## src/rtl/result_bank.sv

```systemverilog
// rtl/result_bank.sv - double-buffered sequencer result store feeding I2S left/right and host reads
// Optional per-slot peak tracking is enabled with `define RESULT_PEAK_EN.
module result_bank #(
  parameter int SLOTS  = 16,
  parameter int ADDR_W = 4
) (
  input  logic              ck,
  input  logic              reset,
  input  logic              in_we,
  input  logic [ADDR_W-1:0] in_addr,
  input  logic [15:0]       in_data,
  input  logic              in_done,
  input  logic              frame_strobe,
  input  logic [ADDR_W-1:0] left_sel,
  input  logic [ADDR_W-1:0] right_sel,
  input  logic [ADDR_W-1:0] host_raddr,
  output logic [15:0]       host_rdata,
  input  logic              status_clr,
  output logic [15:0]       left,
  output logic [15:0]       right,
  output logic              bank,
  output logic              overrun,
  output logic              underrun,
  output logic [15:0]       peak
);

  logic [15:0] mem [2][SLOTS];
  logic        pending;
  logic        done_q;
  logic        update_q;
  logic        done_edge;
  logic        swap;

  assign done_edge = in_done && !done_q;
  // pending is the registered value, so a done edge landing on a strobe cannot swap this frame
  assign swap      = frame_strobe && pending;

  always_ff @(posedge ck) begin
    if (reset) begin
      for (int b = 0; b < 2; b++)
        for (int i = 0; i < SLOTS; i++)
          mem[b][i] <= '0;
      bank       <= 1'b0;
      pending    <= 1'b0;
      done_q     <= 1'b0;
      update_q   <= 1'b0;
      left       <= '0;
      right      <= '0;
      host_rdata <= '0;
      overrun    <= 1'b0;
      underrun   <= 1'b0;
    end else begin
      done_q <= in_done;

      if (in_we && !pending)
        mem[~bank][in_addr] <= in_data;

      if (swap)
        bank <= ~bank;

      if (done_edge)
        pending <= 1'b1;
      else if (swap)
        pending <= 1'b0;

      // routing is sampled once, the cycle after the swap, from the new read bank
      update_q <= swap;
      if (update_q) begin
        left  <= mem[bank][left_sel];
        right <= mem[bank][right_sel];
      end

      host_rdata <= mem[bank][host_raddr];

      if (in_we && pending)
        overrun <= 1'b1;
      else if (status_clr)
        overrun <= 1'b0;

      if (frame_strobe && !pending)
        underrun <= 1'b1;
      else if (status_clr)
        underrun <= 1'b0;
    end
  end

`ifdef RESULT_PEAK_EN
  logic [15:0] peak_r [SLOTS];
  logic [15:0] peak_q;

  function automatic logic [15:0] mag(input logic [15:0] v);
    if (v == 16'h8000)
      return 16'h7fff;
    else if (v[15])
      return 16'(-v);
    else
      return v;
  endfunction

  function automatic logic [15:0] peak_next(input logic [15:0] old, input logic [15:0] val,
                                            input logic clr, input logic upd);
    logic [15:0] base;
    base = clr ? 16'h0000 : old;
    if (upd && (mag(val) > base))
      return mag(val);
    else
      return base;
  endfunction

  always_ff @(posedge ck) begin
    if (reset) begin
      for (int i = 0; i < SLOTS; i++)
        peak_r[i] <= '0;
      peak_q <= '0;
    end else begin
      for (int i = 0; i < SLOTS; i++)
        peak_r[i] <= peak_next(peak_r[i], mem[~bank][i], status_clr, swap);
      peak_q <= peak_r[host_raddr];
    end
  end

  assign peak = peak_q;
`else
  assign peak = 16'h0000;
`endif

endmodule

```

## config.mk

```make
export PLATFORM = sky130hd
export DESIGN_NAME = result_bank
export DESIGN_NICKNAME = d
export VERILOG_FILES = /design/src/rtl/result_bank.sv
export SDC_FILE = /design/constraint.sdc
export NUM_CORES = 1
export LEC_CHECK = 0
export ABC_AREA = 1
export BUFFER_PORTS_ARGS = -buffer_cell sky130_fd_sc_hd__buf_2
export CELL_PAD_IN_SITES_DETAIL_PLACEMENT = 0
export CELL_PAD_IN_SITES_GLOBAL_PLACEMENT = 1
export CORE_MARGIN = 2
export CORE_UTILIZATION = 51
export DETAILED_ROUTE_END_ITERATION = 10
export PLACE_DENSITY_LB_ADDON = 0.1
export SYNTH_ARGS = -nofsm -noshare
export SYNTH_HDL_FRONTEND = slang
export SYNTH_SLANG_ARGS = --single-unit
```

## constraint.sdc

```tcl
create_clock -name ck -period 5.6 [get_ports ck]
set_input_delay 0.28 -clock ck [delete_from_list [all_inputs] [get_ports ck]]
set_output_delay 0.28 -clock ck [all_outputs]
set_load 0.01 [all_outputs]
```

* Word-level counts from Yosys, hierarchy flattened
Memories as Yosys holds them, arrays and structs flattened. A register that Yosys moved wholly into a read port is not among the register bits.
Index checks and enable logic that the tools add are counted.
** Operators by class
- Reduce and logical (&&, ||, !) cells :: 12
- Mux-type cells :: 26
- Bitwise operators :: 5
- Order comparisons :: 5
** Operator list (count)
- 2-to-1 mux 256 bit :: 3
- OR reduction 256 bit :: 1
- binary-select mux 16 bit (select 4 bit) :: 3
- 2-to-1 mux 16 bit :: 7
- demux 16 bit (select 4 bit) :: 1
- >= comparator 5 bit, second input constant :: 4
- inverter 4 -> 5 bit :: 4
- 2-to-1 mux 1 bit :: 12
- logical AND 1 bit :: 6
- nonzero test 2 bit :: 3
- less-than comparator 5 x 1 -> 1 bit, second input constant :: 1
- logical NOT 1 bit :: 2
- inverter 1 bit :: 1
** Word-level totals
- Output and inout port bits :: 67
- Memories kept :: 1
- Input bits :: 38
- Flip-flop bits (word level) :: 54
- Word-level logic and storage cells :: 58
- Bits in writable memories :: 512
** Memory list
- mem :: words 2, width 256, read ports 1, clocked after memory_dff 1, write ports 2, line 27 : logic [15:0] mem [2][SLOTS];

* Depth between registers and ports, before layout
Gate-level depths: netlist of run 1.
- Depth after elaboration :: 8
- Mapped depth :: 12
- Depth with buffers taken out :: 9

* Least setup slack after synthesis of run 1
No wires, ideal clock.
- Path kind :: input to register
- From :: input port reset
- To :: memory mem[1][32] (netlist name) (enable)
- Stages on the path :: 9
- Path buffers :: 2
- Arrival :: 1.863 ns
- Data required time :: 5.212 ns
- Path slack :: 3.349 ns
- Library setup time :: 0.388 ns
- Path through :: buf_6 -> inv_4 -> nand2_2 -> nor2_4 -> inv_2 -> buf_6 -> a21oi_2 -> inv_1 -> nor2_1
** RTL lines
- from (decl) :: line 8 : input logic reset,
- to (decl) :: line 27

==> results.py, run 1 <==
metrics = {
    "timing": {
        "skew_ns": 0.0332,
        "finalSetupTns_ns": 0,
        "rsz0062_at_grt": "no",
        "relSlewSlack": 0.131,
        "setup_ws_ns": 2.19,
        "holdWs_ns": 0.110,
        "setup_viol": 0,
        "fmax_mhz": 293,
        "finalHoldViolCount": 0,
        "slew_viol_final": 0,
        "min_period_over_period": 0.609,
        "tightest_slew_ns": 1.30,
        "period_needed_ns": 3.41,
    },
    "route": {
        "num_vias": 27600,
        "viasPerCell": 6.60,
        "drt.antenna.violating_nets": 0,
        "wire_per_inst_um": 28.7,
        "dr.pass1.iters": 9,
        "routed_wl_mm": 120,
        "drt_iter0_drc": 5176,
        "drc": 0,
    },
    "hold_path": {
        "min_path_type": "in -> reg",
    },
    "power": {
        "pwr-share-comb": 0.130,
        "power.share.clock": 0.404,
        "p_per_area_nw_per_um2": 331,
        "leakage_uw": 0.0127,
        "power.internal_uw": 7680,
        "p_switching_uw": 2990,
        "ir_worst_vdd_mv": 0.233,
        "swShare": 0.281,
        "fin_total_pwr_uw": 10700,
        "power_frac_seq": 0.465,
    },
    "placement": {
        "port-buffer-count": 88,
        "gp_congestion": 0.954,
        "dp_hpwl_mm": 75.0,
        "place_area_um2": 30100,
        "pre_cts_ws_ns": 1.96,
    },
    "worst_setup_path": {
        "slowest_delay_ns": 0.72,
        "crit_required_ns": 6.19,
        "crit_arrival_ns": 4.00,
        "crit_path_end_kind": "flip-flop",
        "crit_chain": "buf_4 > buf_4 > nand2_1 > nand3_1 > nand3_1 > nand3_1 > nand3_1 > nand3_1 > nand2_1 > inv_1",
        "critPathMaxFanout": 65,
        "crit_top_cell": "nand3_1",
        "path_class": "reg -> reg",
        "startpoint_type": "flip-flop",
        "slowest_stage": "buf_4",
    },
    "clock_tree": {
        "h-tree-depth": 2,
        "cts_resized": 0,
        "cts_tree": "done",
        "clk_pin_slew_ns": 0.06,
        "clk_latency_ns": 0.66,
        "clock_sinks": 567,
        "cts_made_buffers": 60,
        "clockBufferDepth": 3,
        "cts_root_buffer": "clkbuf_16",
    },
    "grt": {
        "grt_pass1_wl_mm": 171,
        "antenna_found_initial": 0,
        "grt-ovfl-total": 0,
        "grt_pass1_vias": 24800,
        "grt_usage": 0.396,
        "grt_max_degree": 119,
    },
    "cells_and_area": {
        "drive_gt1_frac": 0.0872,
        "areaGrowthSynthToFinish_pct": 9.33,
        "final_area_um2": 32200,
        "fin_nets": 3393,
    },
    "yosys": {
        "yosys_warnings": 0,
        "synth_cells": 3414,
        "yosysTopAreaCell": "edfxtp_1",
        "syn-cell-area_um2": 29500,
        "yosysSeqAreaShare": 0.559,
        "synth.ff_latch_count": 567,
        "synth_top_cell_area_share": 0.522,
        "netlist-cell-type-count": 27,
        "avgSynthCellArea_um2": 8.63,
        "synth_area_leaders": "edfxtp_1, nand3_1, nand2_1, nor2_1, dfxtp_1",
    },
    "die": {
        "start_util": 0.514,
        "core.rowCount": 88,
        "io_pins": 105,
        "core_area_um2": 57400,
        "die_y_um": 244,
        "die_w_um": 244,
        "fp.dieArea_um2": 59700,
    },
    "status": {
        "outcome": "finished clean",
    },
    "flow_run": {
        "cap_violations": 0,
    },
}
-- metal layers --
metal | up-vias | part of all wire | track usage | routed length (um)
met5 | - | 0 | 0 | 0
met4 | 0 | 0.043 | 0.136 | 5090
met3 | 341 | 0.17 | 0.126 | 20400
met2 | 2409 | 0.41 | 0.567 | 49200
met1 | 12900 | 0.38 | 0.567 | 45100
li1 | 11900 | - | - | -
-- cell usage after synthesis (all sizes together) --
master and n:
nand2 598, buf 179, conb 1, o32ai 1, a31oi 1, nand3 1473
nor3 4, a21oi 20, nor2 365, nand4 2, dfxtp 55, edfxtp 512
inv 88, clkbuf 101, o21ai 14
-- sequential cells by signal, summed over array words and instances (netlist names), named ones only --
register and cells:
mem 512, host_rdata 16, left 16, right 16, bank 1, done_q 1, overrun 1, pending 1
underrun 1, update_q 1
-- final timing paths --
check / cells after the start / to / slack, ns / start
setup / recovery: 10 / left[12]$_SDFFE_PP0P_ / 2.19 / flip-flop
hold / removal: 4 / done_q$_SDFF_PP0_ / 0.11 / reset
setup reg to reg: 10 / left[12]$_SDFFE_PP0P_ / 2.19 / flip-flop
hold reg to reg: 1 / pending$_SDFFE_PP0P_ / 0.43 / done_q$_SDFF_PP0_
-- per-stage QoR --
| step | util | std cells |
|---|---|---|
| final | 0.562 | 4173 |
| after global placement | 0.524 | 4054 |
| after CTS | 0.562 | 4172 |
| after global routing | 0.562 | 4172 |
| after floorplan | - | 3429 |
| after detailed placement | 0.524 | 4054 |
-- area by class of cell --
| cell class | instances | area [um^2] |
|---|---|---|
| fill | 5103 | 25100 |
| sequential | 567 | 16500 |
| multi-input combinational | 2494 | 11400 |
| clock buffer | 66 | 1560 |
| tap | 765 | 957 |
| timing repair buffer | 144 | 903 |
| clock inverter | 48 | 572 |
| inverter | 88 | 345 |
| antenna | 1 | 2.50 |
-- what timing repair did --
action | CTS | global route
buffers inserted | 0 | 0
hold buffers | 4 | 0
hold endpoints to repair | 7 | 0
-- worst max-delay path, delay by kind of cell, from the launching register on --
| kind | cells | cell delay (ns) |
|---|---|---|
| and+or+nand+nor | 7 | 1.10 |
| buffers and inverters | 3 | 1.49 |
| DFF | 1 | 0.69 |
-- cell families (layout without fill, tap and decap cells) --
logic type	after synthesis	after routing	share of synthesized area
AO/OA/AOI/OAI	36	36	0.00743
buffers and inverters	368	346	0.0567
flip-flops	567	567	0.559
other	1	17	0.000127
AND/OR/NAND/NOR	2442	2442	0.377
-- power by group through the flow --
stage	registers [uW]	clock network, uW	logic [uW]
4_1_cts	4960	4300	1340
6_report	4970	4310	1390
3_5_place_dp	5040	0	1330
5_1_grt	4980	4480	1470
2_1_floorplan	4990	0	863
3_3_place_gp	5050	0	1300
-- cells in the final DEF (no fill, tap or decap), drive strengths merged, types with 16 or more instances in the layout --
cell / synthesis / final
inv: 88 / 95
nor2: 365 / 365
nand2: 598 / 598
nand3: 1473 / 1473
edfxtp: 512 / 512
clkbuf: 101 / 66
conb: 1 / 16
dfxtp: 55 / 55
clkinv: 0 / 22
a21oi: 20 / 20
buf: 179 / 140
(Power assumes the default switching activity.)
==> inputs of run 2 (changes only) <==
CORE_UTILIZATION = 44   (was 51)
clock period = 2.9 ns   (was 5.6 ns; I/O delays follow)
==> run 2 against run 1 <==
Net effect:
- worst hold slack lost 0.0078 ns
- non-clock buffer count grew 73
- via count is 3.0% higher
- core utilization fell by 6.0 points
- highest routed layer unchanged
- critical path depth down 5
- wire length increased by 9.3%
- fmax is 40% higher
- die area grew 16%
- count of clock-buffer cells in the layout grew 34
==> results.py, run 2 (synthesis results as in run 1) <==
metrics = {
    "die": {
        "die_y_um": 263,
        "fp.dieArea_um2": 69100,
        "core_area_um2": 66100,
        "io_pins": 105,
        "die_w_um": 263,
        "start_util": 0.446,
        "core.rowCount": 94,
    },
    "worst_setup_path": {
        "crit_family": "simple AND/OR/NAND/NOR gates",
        "crit_chain": "inv_1 > nor2_4 > buf_4 > nand2_2 > nand2_1",
        "crit_required_ns": 3.11,
        "crit_arrival_ns": 2.64,
        "critPathMaxFanout": 16,
        "worst-path-buf-inv": 2,
        "slowest_stage": "nand2_1",
        "path_class": "reg -> reg",
        "slowest_delay_ns": 0.94,
        "startpoint_type": "flip-flop",
        "crit_path_end_kind": "flip-flop",
    },
    "timing": {
        "min_period_over_period": 0.840,
        "setup_viol": 0,
        "period_needed_ns": 2.44,
        "skew_ns": 0.0227,
        "finalHoldViolCount": 0,
        "slew_viol_final": 0,
        "relSlewSlack": 0.147,
        "tightest_slew_ns": 1.28,
        "rsz0062_at_grt": "no",
        "fmax_mhz": 410,
        "finalSetupTns_ns": 0,
    },
    "clock_tree": {
        "clk_latency_ns": 0.61,
        "clock_sinks": 567,
        "clockBufferDepth": 3,
        "cts_made_buffers": 68,
        "h-tree-depth": 3,
        "cts_tree": "done",
        "cts_root_buffer": "clkbuf_16",
        "post_cts_buffers": 0,
        "clk_pin_slew_ns": 0.06,
        "cts_hold_buffers": 5,
        "cts_resized": 0,
    },
    "status": {
        "outcome": "finished clean",
    },
    "route": {
        "drc": 0,
        "drt_iter0_drc": 4816,
        "viasPerCell": 6.52,
        "wire_per_inst_um": 30.1,
        "num_vias": 28400,
        "drt.antenna.violating_nets": 0,
        "dr.pass1.iters": 8,
        "routed_wl_mm": 131,
    },
    "cells_and_area": {
        "largest_reg_flops": 512,
        "finish.utilization": 0.501,
        "drive_gt1_frac": 0.100,
        "final_area_um2": 33100,
        "fin_nets": 3474,
        "areaGrowthSynthToFinish_pct": 12.4,
        "final_cell_mix": "nand3_1, nand2_1, edfxtp_1",
        "layout.cells.non_filler": 4352,
        "layout_commonest_cell": "nand3_1",
        "regMostFlops": "mem",
    },
    "power": {
        "leakage_uw": 0.0132,
        "p_per_area_nw_per_um2": 623,
        "ir_worst_vdd_mv": 0.396,
    },
    "placement": {
        "port-buffer-count": 88,
        "place_area_um2": 31000,
        "place_inst": 4225,
        "dp_hpwl_mm": 76.4,
        "gp_congestion": 0.897,
    },
    "grt": {
        "grt_max_degree": 119,
        "antenna_found_initial": 4,
        "grt_pass1_vias": 26500,
        "grt_usage": 0.370,
        "grt-ovfl-total": 0,
        "grt_pass1_wl_mm": 185,
    },
    "hold_path": {
        "min_path_type": "in -> reg",
    },
    "flow_run": {
        "cap_violations": 0,
    },
}
run 2: changes by cell type in the layout (fill, tap and decap cells not counted), sizes merged:
| cell | change |
|---|---|
| buf | +72 |
| bufinv | -9 |
| clkbuf | +34 |
| clkinv | -3 |
| clkinvlp | -9 |
| diode | +1 |
| dlygate4sd3 | +1 |
| inv | -7 |
run 2: final timing paths:
kind	startpoint	slack, ns	endpoint	cells after the start
worst max-delay path	bank$_SDFFE_PP0P_	0.46	mem[0][168]$_SDFFCE_PN0P_	5
worst min-delay path	reset	0.10	done_q$_SDFF_PP0_	5
worst max register to register	bank$_SDFFE_PP0P_	0.46	mem[0][168]$_SDFFCE_PN0P_	5
worst min register to register	done_q$_SDFF_PP0_	0.42	pending$_SDFFE_PP0P_	1
run 2: routing by layer:
layer  up-vias  wire [um]  GRT usage
met3       433      17700     0.0876
met2      2370      56500      0.553
met1     13500      49900      0.507
met4         0       6760      0.180
met5         -          0          0
li1      12100          -          -
run 2: cell type report:
| class | instances | area, um^2 |
|---|---|---|
| antenna | 2 | 5.00 |
| clock buffer | 100 | 1960 |
| clock inverter | 20 | 115 |
| fill | 6175 | 33000 |
| inverter | 88 | 345 |
| multi-input combinational | 2494 | 11400 |
| sequential | 567 | 16500 |
| tap | 864 | 1080 |
| timing repair buffer | 217 | 1750 |
run 2: worst reg2reg max path, delay by kind of cell (launching register included):
family	cells	cell delay, ns
buffers and inverters	2	0.36
and+or+nand+nor	3	1.30
DFF	1	0.37
run 2: metrics by stage:
stage,hold WS (ns),worst slack (ns),total power [uW]
2_1_floorplan,0.260,0.784,11300
3_3_place_gp,0.355,0.616,12500
3_5_place_dp,0.355,0.563,12500
4_1_cts,0.0682,0.555,20600
5_1_grt,0.124,0.430,21200
6_report,0.102,0.464,20600
run 2: power breakdown:
part	internal (uW)	switching (uW)	total [uW]
logic	747	2210	2960
clock network	4750	3420	8170
registers	9370	152	9520
